**config.mk**
```make
export PLATFORM = sky130hd
export DESIGN_NAME = muldiv_unit
export DESIGN_NICKNAME = d
export VERILOG_FILES = /design/src/rtl/muldiv_pkg.sv /design/src/rtl/muldiv_unit.sv
export SDC_FILE = /design/constraint.sdc
export NUM_CORES = 1
export LEC_CHECK = 0
export ABC_CLOCK_PERIOD_IN_PS = 3550
export CAP_MARGIN = 30
export CORE_MARGIN = 2
export CORE_UTILIZATION = 52
export DETAILED_ROUTE_END_ITERATION = 6
export PLACE_DENSITY = 0.73
export SYNTH_ARGS = -nofsm -noshare
export SYNTH_HDL_FRONTEND = slang
export SYNTH_SLANG_ARGS = --single-unit
```
**constraint.sdc**
```tcl
create_clock -name clk -period 3.55 [get_ports clk]
set_input_delay 0.355 -clock clk [delete_from_list [all_inputs] [get_ports clk]]
set_output_delay 0.355 -clock clk [all_outputs]
set_load 0.01 [all_outputs]
```
**src/rtl/muldiv_pkg.sv**
```systemverilog
// muldiv_pkg: shared operation/state encodings and default sizes for muldiv_unit.
package muldiv_pkg;

    localparam int XLEN       = 32;
    localparam int REG_ADDR_W = 5;

    // Low two bits of the op field; bit 2 is the signed flag.
    typedef enum logic [1:0] {
        OP_MUL  = 2'b00,
        OP_MULH = 2'b01,
        OP_DIV  = 2'b10,
        OP_REM  = 2'b11
    } muldiv_op_t;

    typedef enum logic [1:0] {
        ST_IDLE = 2'b00,
        ST_RUN  = 2'b01,
        ST_DONE = 2'b10
    } muldiv_state_t;

    // True for the two operations that use the shift-add datapath.
    function automatic logic is_mul(input muldiv_op_t op);
        return (op == OP_MUL) || (op == OP_MULH);
    endfunction

endpackage

```
**src/rtl/muldiv_unit.sv**
```systemverilog
// muldiv_unit: iterative multiply/divide unit for arfcpu.
// It computes one result bit per cycle, with a fixed latency of XLEN+1 cycles
// from accept to the register-bank write. MUL and MULH use shift-add.
// DIV and REM use restoring division. All four share one 2*XLEN work register.
// Optional build macro: MULDIV_SIGNED_EN. When it is defined, op[2] selects the
// signed variants. When it is undefined, every operation is unsigned.
module muldiv_unit #(
    parameter int XLEN       = muldiv_pkg::XLEN,
    parameter int REG_ADDR_W = muldiv_pkg::REG_ADDR_W
) (
    input  logic                  clk,
    input  logic                  rst_n,
    input  logic                  start,
    input  logic [2:0]            op,
    input  logic [XLEN-1:0]       operand_a,
    input  logic [XLEN-1:0]       operand_b,
    input  logic [REG_ADDR_W-1:0] dest_reg,
    output logic                  busy,
    output logic                  done,
    output logic [REG_ADDR_W-1:0] write_reg,
    output logic [XLEN-1:0]       write_data,
    output logic                  write_enable
);
    import muldiv_pkg::*;

    localparam int CNT_W = $clog2(XLEN);

    muldiv_state_t         state, state_next;
    logic [CNT_W-1:0]      cnt;
    logic [2*XLEN-1:0]     work, work_next;
    logic [XLEN-1:0]       divisor;
    muldiv_op_t            op_q;
    logic [REG_ADDR_W-1:0] dest_q;
    logic                  accept, last_iter;
    logic [XLEN-1:0]       a_mag, b_mag;
    logic [XLEN:0]         add_sum, part_rem, trial;
    logic [XLEN-1:0]       result;

`ifdef MULDIV_SIGNED_EN
    logic              a_neg, b_neg, a_neg_q, b_neg_q;
    logic [2*XLEN-1:0] prod_fix;

    assign a_neg = op[2] & operand_a[XLEN-1];
    assign b_neg = op[2] & operand_b[XLEN-1];
    assign a_mag = a_neg ? -operand_a : operand_a;
    assign b_mag = b_neg ? -operand_b : operand_b;
`else
    assign a_mag = operand_a;
    assign b_mag = operand_b;
`endif

    assign accept       = (state == ST_IDLE) && start;
    assign last_iter    = (state == ST_RUN) && (cnt == '0);
    assign write_enable = done;

    // State register.
    // NOTE: registers update only with non-blocking assignment (<=). Every flop then samples pre-edge values, and the order of the blocks does not matter.
    always_ff @(posedge clk or negedge rst_n) begin
        if (!rst_n) state <= ST_IDLE;
        else        state <= state_next;
    end

    // Next state, busy and the done strobe.
    // NOTE: every output of this block gets a default first. A path that skips an assignment would otherwise infer a latch.
    always_comb begin
        state_next = state;
        busy       = 1'b1;
        done       = 1'b0;
        case (state)
            ST_IDLE: begin
                busy = 1'b0;
                if (start) state_next = ST_RUN;
            end
            ST_RUN:  if (cnt == '0) state_next = ST_DONE;
            ST_DONE: begin
                done       = 1'b1;
                state_next = ST_IDLE;
            end
            default: state_next = ST_IDLE;
        endcase
    end

    // One iteration: a shift-add product step, or one restoring-division step.
    always_comb begin
        add_sum  = {1'b0, work[2*XLEN-1:XLEN]} + (work[0] ? {1'b0, divisor} : '0);
        part_rem = work[2*XLEN-1:XLEN-1];
        trial    = part_rem - {1'b0, divisor};
        if (is_mul(op_q))
            work_next = {add_sum, work[XLEN-1:1]};
        else if (!trial[XLEN])
            work_next = {trial[XLEN-1:0], work[XLEN-2:0], 1'b1};
        else
            work_next = {part_rem[XLEN-1:0], work[XLEN-2:0], 1'b0};
    end

    // Pick the result word from the final work value and fix its sign.
    // A zero divisor keeps the all-ones quotient unchanged.
    always_comb begin
        result = '0;
`ifdef MULDIV_SIGNED_EN
        prod_fix = (a_neg_q ^ b_neg_q) ? -work_next : work_next;
        case (op_q)
            OP_MUL:  result = prod_fix[XLEN-1:0];
            OP_MULH: result = prod_fix[2*XLEN-1:XLEN];
            OP_DIV:  result = ((a_neg_q ^ b_neg_q) && (divisor != '0))
                              ? -work_next[XLEN-1:0] : work_next[XLEN-1:0];
            OP_REM:  result = a_neg_q ? -work_next[2*XLEN-1:XLEN] : work_next[2*XLEN-1:XLEN];
        endcase
`else
        case (op_q)
            OP_MUL, OP_DIV:  result = work_next[XLEN-1:0];
            OP_MULH, OP_REM: result = work_next[2*XLEN-1:XLEN];
        endcase
`endif
    end

    // Capture operands on accept, iterate in RUN, and register the write-back.
    always_ff @(posedge clk or negedge rst_n) begin
        if (!rst_n) begin
            cnt        <= '0;
            work       <= '0;
            divisor    <= '0;
            op_q       <= OP_MUL;
            dest_q     <= '0;
            write_reg  <= '0;
            write_data <= '0;
`ifdef MULDIV_SIGNED_EN
            a_neg_q    <= 1'b0;
            b_neg_q    <= 1'b0;
`endif
        end else if (accept) begin
            cnt     <= CNT_W'(XLEN - 1);
            work    <= {{XLEN{1'b0}}, a_mag};
            divisor <= b_mag;
            op_q    <= muldiv_op_t'(op[1:0]);
            dest_q  <= dest_reg;
`ifdef MULDIV_SIGNED_EN
            a_neg_q <= a_neg;
            b_neg_q <= b_neg;
`endif
        end else if (state == ST_RUN) begin
            work <= work_next;
            if (cnt != '0) cnt <= cnt - CNT_W'(1);
            if (last_iter) begin
                write_data <= result;
                write_reg  <= dest_q;
            end
        end
    end

endmodule

```
; Word-level counts from Yosys, hierarchy flattened
; Index checks and enable logic that the tools add are counted.
[totals]
register_bits = 147
in_bits = 75
output_inout_bits = 40
wordCells = 47
[classes]
add_sub_neg = 3
n_eq_ne = 7
n_mux = 14
bitwise = 1
n_reduce_logical = 14
[op_table]
columns = cell, n
row1 = 64-bit 2-to-1 mux, 4
row2 = 32-bit case mux with 2 select lines, 1
row3 = 32-bit by 32-bit adder with 33-bit output, 1
row4 = 33-bit by 32-bit subtractor with 33-bit output, 1
row5 = 32-bit 2-to-1 mux, 1
row6 = 5-bit 2-to-1 mux, 3
row7 = 2-bit equality test (second input constant), 3
row8 = 5-bit logical NOT, 1
row9 = 5-bit nonzero test, 1
row10 = 5-bit by 1-bit subtractor with 5-bit output (second input constant), 1
row11 = 2-bit by 1-bit equality test with 1-bit output (second input constant), 2
row12 = 2-bit logical NOT, 2
row13 = 2-bit 2-to-1 mux, 2
row14 = 2-bit case mux with 2 select lines, 1
row15 = 2-bit AND reduction, 2
row16 = 2-bit nonzero test, 2
row17 = 2-bit OR reduction, 2
row18 = 3-bit AND reduction, 1
row19 = 1-bit logical AND, 2
row20 = 1-bit 2-to-1 mux, 2
row21 = 2-bit by 1-bit inequality test with 1-bit output (second input constant), 1
row22 = 2-bit inequality test (second input constant), 1
row23 = 1-bit logical OR, 1
row24 = 1-bit inverter, 1

; Depth between registers and ports, before layout
[logic_depth]
word_depth = 5
depth_mapped = 16
depth_no_buf = 14

; Worst setup path before layout
; OpenSTA, ideal clock, no wires.
[synth_timing]
path_kind = reg-to-reg
from = reg work[0]
to = reg write_data[15]
setup_time_ns = 0.125
arrival_ns = 3.366
t_required_ns = 3.425
slack_ns = 0.060
stages_incl_launch_ff = 15
path_buffers = 1
synth_period_minus_slack_ns = 3.490
path_cell_list = dfrtp_1 clkbuf_1 and2_1 ha_1 fa_1 a21oi_1 nor2b_1 a2111oi_4 o41ai_2 a41oi_2 o21bai_1 a21oi_1 xnor2_1 mux4_2 mux2_2
[synth_between]
elab_chain_cells = 4
[synth_rtl]
columns = element, line
row1 = "start, declared", muldiv_unit.sv:30  ; logic [2*XLEN-1:0] work, work_next;
row2 = "start signal, assigned", muldiv_unit.sv:133  ; work <= {{XLEN{1'b0}}, a_mag};
row3 = "start signal, assigned", muldiv_unit.sv:142  ; work <= work_next;
row4 = 32-bit 2-to-1 mux, muldiv_unit.sv:85  ; add_sum = {1'b0, work[2*XLEN-1:XLEN]} + (work[0] ? {1'b0, divisor} : '0);
row5 = 32-bit by 32-bit adder with 33-bit output, muldiv_unit.sv:85
row6 = 64-bit 2-to-1 mux, muldiv_unit.sv:88  ; if (is_mul(op_q))
row7 = 32-bit case mux with 2 select lines, muldiv_unit.sv:110  ; case (op_q)
row8 = "end signal, assigned", muldiv_unit.sv:145  ; write_data <= result;
row9 = "end, declared", muldiv_unit.sv:21  ; output logic [XLEN-1:0] write_data,
; No other way between the ends.
; A chain may end at the register's enable or synchronous reset.

; Worst setup path after layout
[layout_timing]
from = reg divisor[0]
to = reg write_data[15]
[layout_between]
elab_chain_cells = 4
word_cells_on_any_way = 6
classes_between = 2 x add/sub / 4 x mux
[layout_rtl]
columns = element, line
row1 = "start, declared", muldiv_unit.sv:31  ; logic [XLEN-1:0] divisor;
row2 = "start signal, assigned", muldiv_unit.sv:134  ; divisor <= b_mag;
row3 = 33-bit by 32-bit subtractor with 33-bit output or 32-bit 2-to-1 mux (tied branches), "muldiv_unit.sv:87, muldiv_unit.sv:85"
row4 = 64-bit 2-to-1 mux or 32-bit by 32-bit adder with 33-bit output (tied branches), "muldiv_unit.sv:90, muldiv_unit.sv:85"
row5 = 64-bit 2-to-1 mux (*), muldiv_unit.sv:88
row6 = 32-bit case mux with 2 select lines (*), muldiv_unit.sv:110
; Mark *: on every way between the ends. The rest lies on a longest branch, timed or not.

==> out/qor.csv <==
stage,metric,value,unit
outcome,outcome,"complete, no violations",
drt,wl_per_cell,18.5,um
synth,synth_edf_count,0,
floorplanning,die_w,147,um
synth,ys.flop_type,dfrtp_1,
timing,finalCritPeriodShare,0.980,
clocking,cts_root_buf,clkbuf_16,
layout,stdcell_area,13200,um^2
layout,most-common-layout-cells,"153 x nand2_1, 146 x dfrtp_1, 112 x clkdlybuf4s50_1, 101 x o21ai_0, 88 x nor2_1",
drt,wirelength,30300,um
drt,detail_route.first_pass.iterations,5,
drt,via_per_inst,5.87,
timing,slew_violations,0,
clocking,numCtsBuffers,17,
timing,fin_crit,3.48,ns
global_routing,grt_pass1_wl,48200,um
drt,route.met3.wl,2450,um
synth,synth_seq_cells,147,
global_routing,grt.overflow.total,0,
layout,final_common_cell,nand2_1,
critical_path,crit_fanout,4,
floorplanning,die_h,147,um
synth,netlist_area,10600,um^2
synth,ys_seq_area_frac,0.346,
drt,wl_met1,14700,um
drt,ant_nets,0,
clocking,path_clk_slew,0.07,ns
synth,syn_inst,1219,
critical_path,arrival,3.79,ns
clocking,ctsHtreeMaxLevel,4,
placed_design,dpl.hpwl,22100,um
critical_path,end_kind,flip-flop,
floorplanning,start_util,0.528,
global_routing,groute.usage.overall,0.282,
floorplanning,core_area,20200,um^2
drt,vias,9612,
placed_design,place_ws,-0.0978,ns
layout,n_antenna_cell,0,
timing,hold_violations,0,
synth,syn_nets,1362,
clocking,clkSinkCount,147,
synth,yosysWarnings,0,
timing,skew,0.00925,ns
timing,max_freq,0.287,GHz
synth,synthDistinctLibCells,77,
placed_design,io_buffers,113,
global_routing,antenna_found_initial,0,
layout,nets,1497,
clocking,cts_tree,done,
drt,drc,0,
placed_design,gp_congestion,0.924,
layout,largestRegisters,"work x64, divisor x32, write_data x32",
global_routing,grt_pass1_vias,9059,
placed_design,placed_cell_area,12400,um^2
timing,final.setup.tns,0,ns
drt,top_layer,met4,
timing,rsz0062_at_grt,yes,
floorplanning,die-area,21600,um^2
synth,synthTopCellsByArea,"dfrtp_1 35%, ha_1 7.8%, mux2i_1 5.5%",
clocking,clk_latency,0.43,ns
floorplanning,pin_count,115,
synth,synth_area_per_cell,8.73,um^2
synth,synth_area_leader_cell,dfrtp_1,
min_path,hold_class,input port to flip-flop,
critical_path,cp-start-kind,flip-flop,
layout,drive_above_1_share,0.127,
synth,ys_async_sr_fraction,1.00,
clocking,clock_path_buffers,2,
floorplanning,rows,52,
critical_path,path_class,flip-flop to flip-flop,
layout,largest_register_ffs,64,
timing,slew-limit-headroom,0.339,
timing,finalSetupViolCount,0,
layout,area_growth_syn_to_layout,23.8,%
synth,yosysTopAreaCellShare,0.346,
drt,wl_met2,12700,um
global_routing,grt_max_degree,88,
layout,largest_register,work,
critical_path,worstPathCellList,and2_1 > ha_2 > fa_2 > a21oi_1 > nor2b_1 > a2111oi_4 > o41ai_4 > a41oi_2 > o21bai_1 > a21oi_2 > xnor2_1 > mux4_2 > mux2_2,
timing,worst_slew_pin_slew,0.991,ns
timing,setup_slack,0.0708,ns
drt,drt-initial-drc-count,678,
critical_path,slowest_delay,0.47,ns
job,maxCapViolations,0,
critical_path,critical_path_required,3.86,ns
critical_path,slowest_stage,a2111oi_4,
-- area by class of cell --
type | count | area (um^2)
Multi-Input combinational cell | 951 | 6620
Sequential cell | 147 | 3680
Clock buffer | 18 | 439
Clock inverter | 14 | 168
Tap cell | 270 | 338
Fill cell | 1690 | 7000
Timing Repair Buffer | 182 | 1720
Inverter | 55 | 206
-- what timing repair did --
action,4_1_cts,5_1_grt
pin swaps,3,8
gates cloned,1,0
hold endpoints to repair,70,0
resized for setup,2,23
hold buffers,1,0
buffers inserted,5,1
setup endpoints to repair,6,29
-- Yosys cell counts, types with 9 or more instances --
cell type and instances:
nand2_1 154, dfrtp_1 147, o21ai_0 103, nor2_1 90, a21oi_1 87, ha_1 66
mux2i_1 59, inv_1 54, clkbuf_1 51, and2_1 40, a221o_1 36, xnor2_1 34
nand3_1 32, xor2_1 25, nor3_1 21, a21o_1 17, mux2_2 15, a31oi_1 11
buf_1 11, o21a_1 11, a211oi_1 10, nor2b_1 10, nand2b_1 9, o211ai_1 9
o21ai_1 9
-- critical path, delay by kind of cell, from the launching register on --
family	cells	cell delay, ns
compound gates	6	1.23
xor+xnor	1	0.11
fa+ha+maj	2	0.56
flops	1	0.42
mux	2	0.75
simple gates	2	0.29
-- kinds of logic (layout without fill, tap and decap cells) --
group                    count (synthesis)  count (layout)  synth area share
multiplexers                            82              82            0.0876
XOR/XNOR                                60              61            0.0511
AO/OA/AOI/OAI                          357             357             0.227
AND/OR/NAND/NOR                        383             383             0.163
flip-flops                             147             147             0.346
adder cells (fa/ha/maj)                 68              68            0.0814
buffers and inverters                  122             269            0.0447
-- final timing paths --
check / to / from / slack [ns] / cells past startpoint
max: write_data[15] / divisor[0] / 0.07 / 13
min in group asynchronous: cnt[3] / rst_n / 0.48 / 2
max in group asynchronous: op_q[1] / rst_n / 2.25 / 3
max reg2reg: write_data[15] / divisor[0] / 0.07 / 13
min reg2reg: write_reg[3] / dest_q[3] / 0.47 / 2
min: op_q[1] / op[1] / 0.44 / 3
-- stage by stage --
stage	util	hold WS [ns]	instances
after global routing	0.653	0.452	1637
after detailed placement	0.613	0.412	1597
final	0.653	0.442	1637
after floorplan	-	0.0594	1219
after global placement	0.612	0.418	1596
after CTS	0.648	0.443	1636
-- layer usage --
layer,up-vias,global-route usage
li1,4658,-
met1,4548,0.442
met2,377,0.407
met3,29,0.0457
met4,0,0.0635
met5,-,0
Power is not shown: default switching activity piles up to over one toggle a cycle in this logic, so the estimate is an artifact.
==> variant, RTL diff (same flow settings) <==
Set the package constant `REG_ADDR_W` to 6 (it was 5).
--- a/src/rtl/muldiv_pkg.sv
+++ b/src/rtl/muldiv_pkg.sv
@@ -2,7 +2,7 @@
 package muldiv_pkg;
 
     localparam int XLEN       = 32;
-    localparam int REG_ADDR_W = 5;
+    localparam int REG_ADDR_W = 6;
 
     // Low two bits of the op field; bit 2 is the signed flag.
     typedef enum logic [1:0] {
Interface: changed (resized dest_reg and write_reg); port bits go from 115 to 117. No check against the original RTL was run, so the function may have changed too.
==> variant against the original RTL <==
  * The run now ends with hold timing left
  * Worst setup slack got worse by 0.061 ns
  * Global-route usage increased by 3.1 points
  * Area after synthesis increased by 3.7%
  * Worst hold slack worse by 0.51 ns
  * Fmax down 1.7%
  * Die area rose by 3.6%
  * Wire length is 15% higher
  * Final area rose by 5.7%
  * Sequential cell count rose by 2
  * Synthesized cell count is 6.2% higher
  * Highest routed layer unchanged
Power is not shown: default switching activity piles up to over one toggle a cycle in this logic, so the estimate is an artifact.
==> variant: results (changes against the original RTL) <==
- Status: finished with violations (was finished, final reports clean)
- Violated checks: hold timing
- DRT Pass-1 Iters: 5 (unchanged)
- Number of DRC markers in iteration 0: 1002 (was 678)
- CTS clk-pin slew, worst paths: around 0.080 ns
- Cell Count, Final, Fillers Out: 1769 (was 1637)
- Vias in the first global route: 10060 (was 9059)
- Root Buffer Master: clkbuf_16 (unchanged)
- Syn Area/Cell: 8.52 µm² (was 8.73 µm²)
- Synth Flop Type: dfrtp_1 (unchanged)
- Skew final: 0.0127 ns (was 0.00925 ns)
- Placer Congestion: 0.952 (was 0.924)
- Crit Path Max Fanout: 7 (was 4)
- Synth cell types: 72 (was 77)
- CTS Buffer Depth: 2 (unchanged)
- Min-Delay Path Class: primary input to async pin (was primary input to register)
- Final #Nets: 1625 (was 1497)
- Via density: 6.03 (was 5.87)
- CP max stage delay: 0.46 ns
- Largest net degree at the start of global routing: 93 (was 88)
- Global-route wire length before repair: 54400 µm (was 48200 µm)
- Ant. Diodes: 0 (unchanged)
- Synth area leaders: dfrtp_1 (34%), ha_1 (7.5%), a21oi_1 (5.9%) (was dfrtp_1 (35%), ha_1 (7.8%), mux2i_1 (5.5%))
- Sequential share of the synthesized area: 0.338 (was 0.346)
- DR WL met3: 3020 µm (was 2450 µm)
- Share of layout cells above drive strength 1: 0.147 (was 0.127)
- Actual slew at the worst max-slew pin: 0.911 ns (was 0.991 ns)
- WL met1: 16400 µm (was 14700 µm)
- Slowest cell on the critical path: mux4_2 (was a2111oi_4)
- Yosys warns: 0 (unchanged)
- Met2 routed WL: 14800 µm (was 12700 µm)
- Initial antenna violation count: 0 (unchanged)
- Cells after DPL: 1734 (was 1597)
- Port bufs: 115 (was 113)
- List of most frequent post-synthesis cells: nand2_1 (164), dfrtp_1 (149), a21oi_1 (129) (was nand2_1 (154), dfrtp_1 (147), o21ai_0 (103))
- GRT Overall Usage: 0.313 (was 0.282)
- Detailed-route wire length per cell: 19.6 µm (was 18.5 µm)
- Net count after synthesis: 1439 (was 1362)
- Placed cell area: 0.0132 mm² (was 0.0124 mm²)
- Crit path DAT: 3.86 ns (was 3.79 ns)
- Dpl hpwl: 25700 µm (was 22100 µm)
- Min Hold Slack: -0.0629 ns (was 0.442 ns)
- Place WS: -0.229 ns (was -0.0978 ns)
- Top layer in use: met4 (unchanged)
- Final hold vios: 13 (was 0)
==> variant: routing by layer <==
layer	vias to the layer above	GRT usage
li1	5082	-
met1	5054	0.475
met2	497	0.464
met3	33	0.0564
met4	0	0.0684
met5	-	0
==> variant: cell families after synthesis <==
kind of cell | synth area share
adder cells (fa/ha/maj) | 0.0785
multiplexers | 0.0810
AO/OA/AOI/OAI | 0.248
buffers and inverters | 0.0473
XOR/XNOR | 0.0444
AND/OR/NAND/NOR | 0.163
flip-flops | 0.338
==> variant: layout make-up <==
cell class | count | area, µm²
fillers | 1766 | 7040
multi-input cells | 1013 | 6860
repair buffers | 242 | 2140
inverters | 58 | 218
clock inverters | 15 | 200
clock buffers | 17 | 425
flip-flops and latches | 149 | 3730
well taps | 275 | 344
==> variant: path summary, 6_finish.rpt <==
kind / start / end / slack, ns / depth (start not counted)
setup reg to reg: work[31] / write_data[10] / 0.01 / 13
hold / removal: rst_n / work[39] / -0.06 / 1
max in group asynchronous: rst_n / divisor[29] / 2.76 / 2
setup / recovery: work[31] / write_data[10] / 0.01 / 13
min in group clk: dest_reg[1] / dest_q[1] / 0.44 / 3
hold reg to reg: dest_q[5] / write_reg[5] / 0.46 / 2
==> variant: timing repair <==
action | in CTS | in global routing
gates resized for setup | 6 | 18
setup endpoints to repair | 25 | 17
buffers inserted | 0 | 3
pin swaps | 2 | 6
==> variant: worst reg2reg max path, stage by stage (launching register included) <==
cell and delay (ns):
dfrtp_1 0.37, inv_2 0.05, ha_2 0.19, inv_2 0.06, fa_2 0.20, a211oi_2 0.07
o21a_1 0.21, a21bo_1 0.21, a31o_4 0.26, a2111oi_4 0.43, o211a_4 0.33, mux2_4 0.33
mux4_2 0.46, mux2_4 0.27
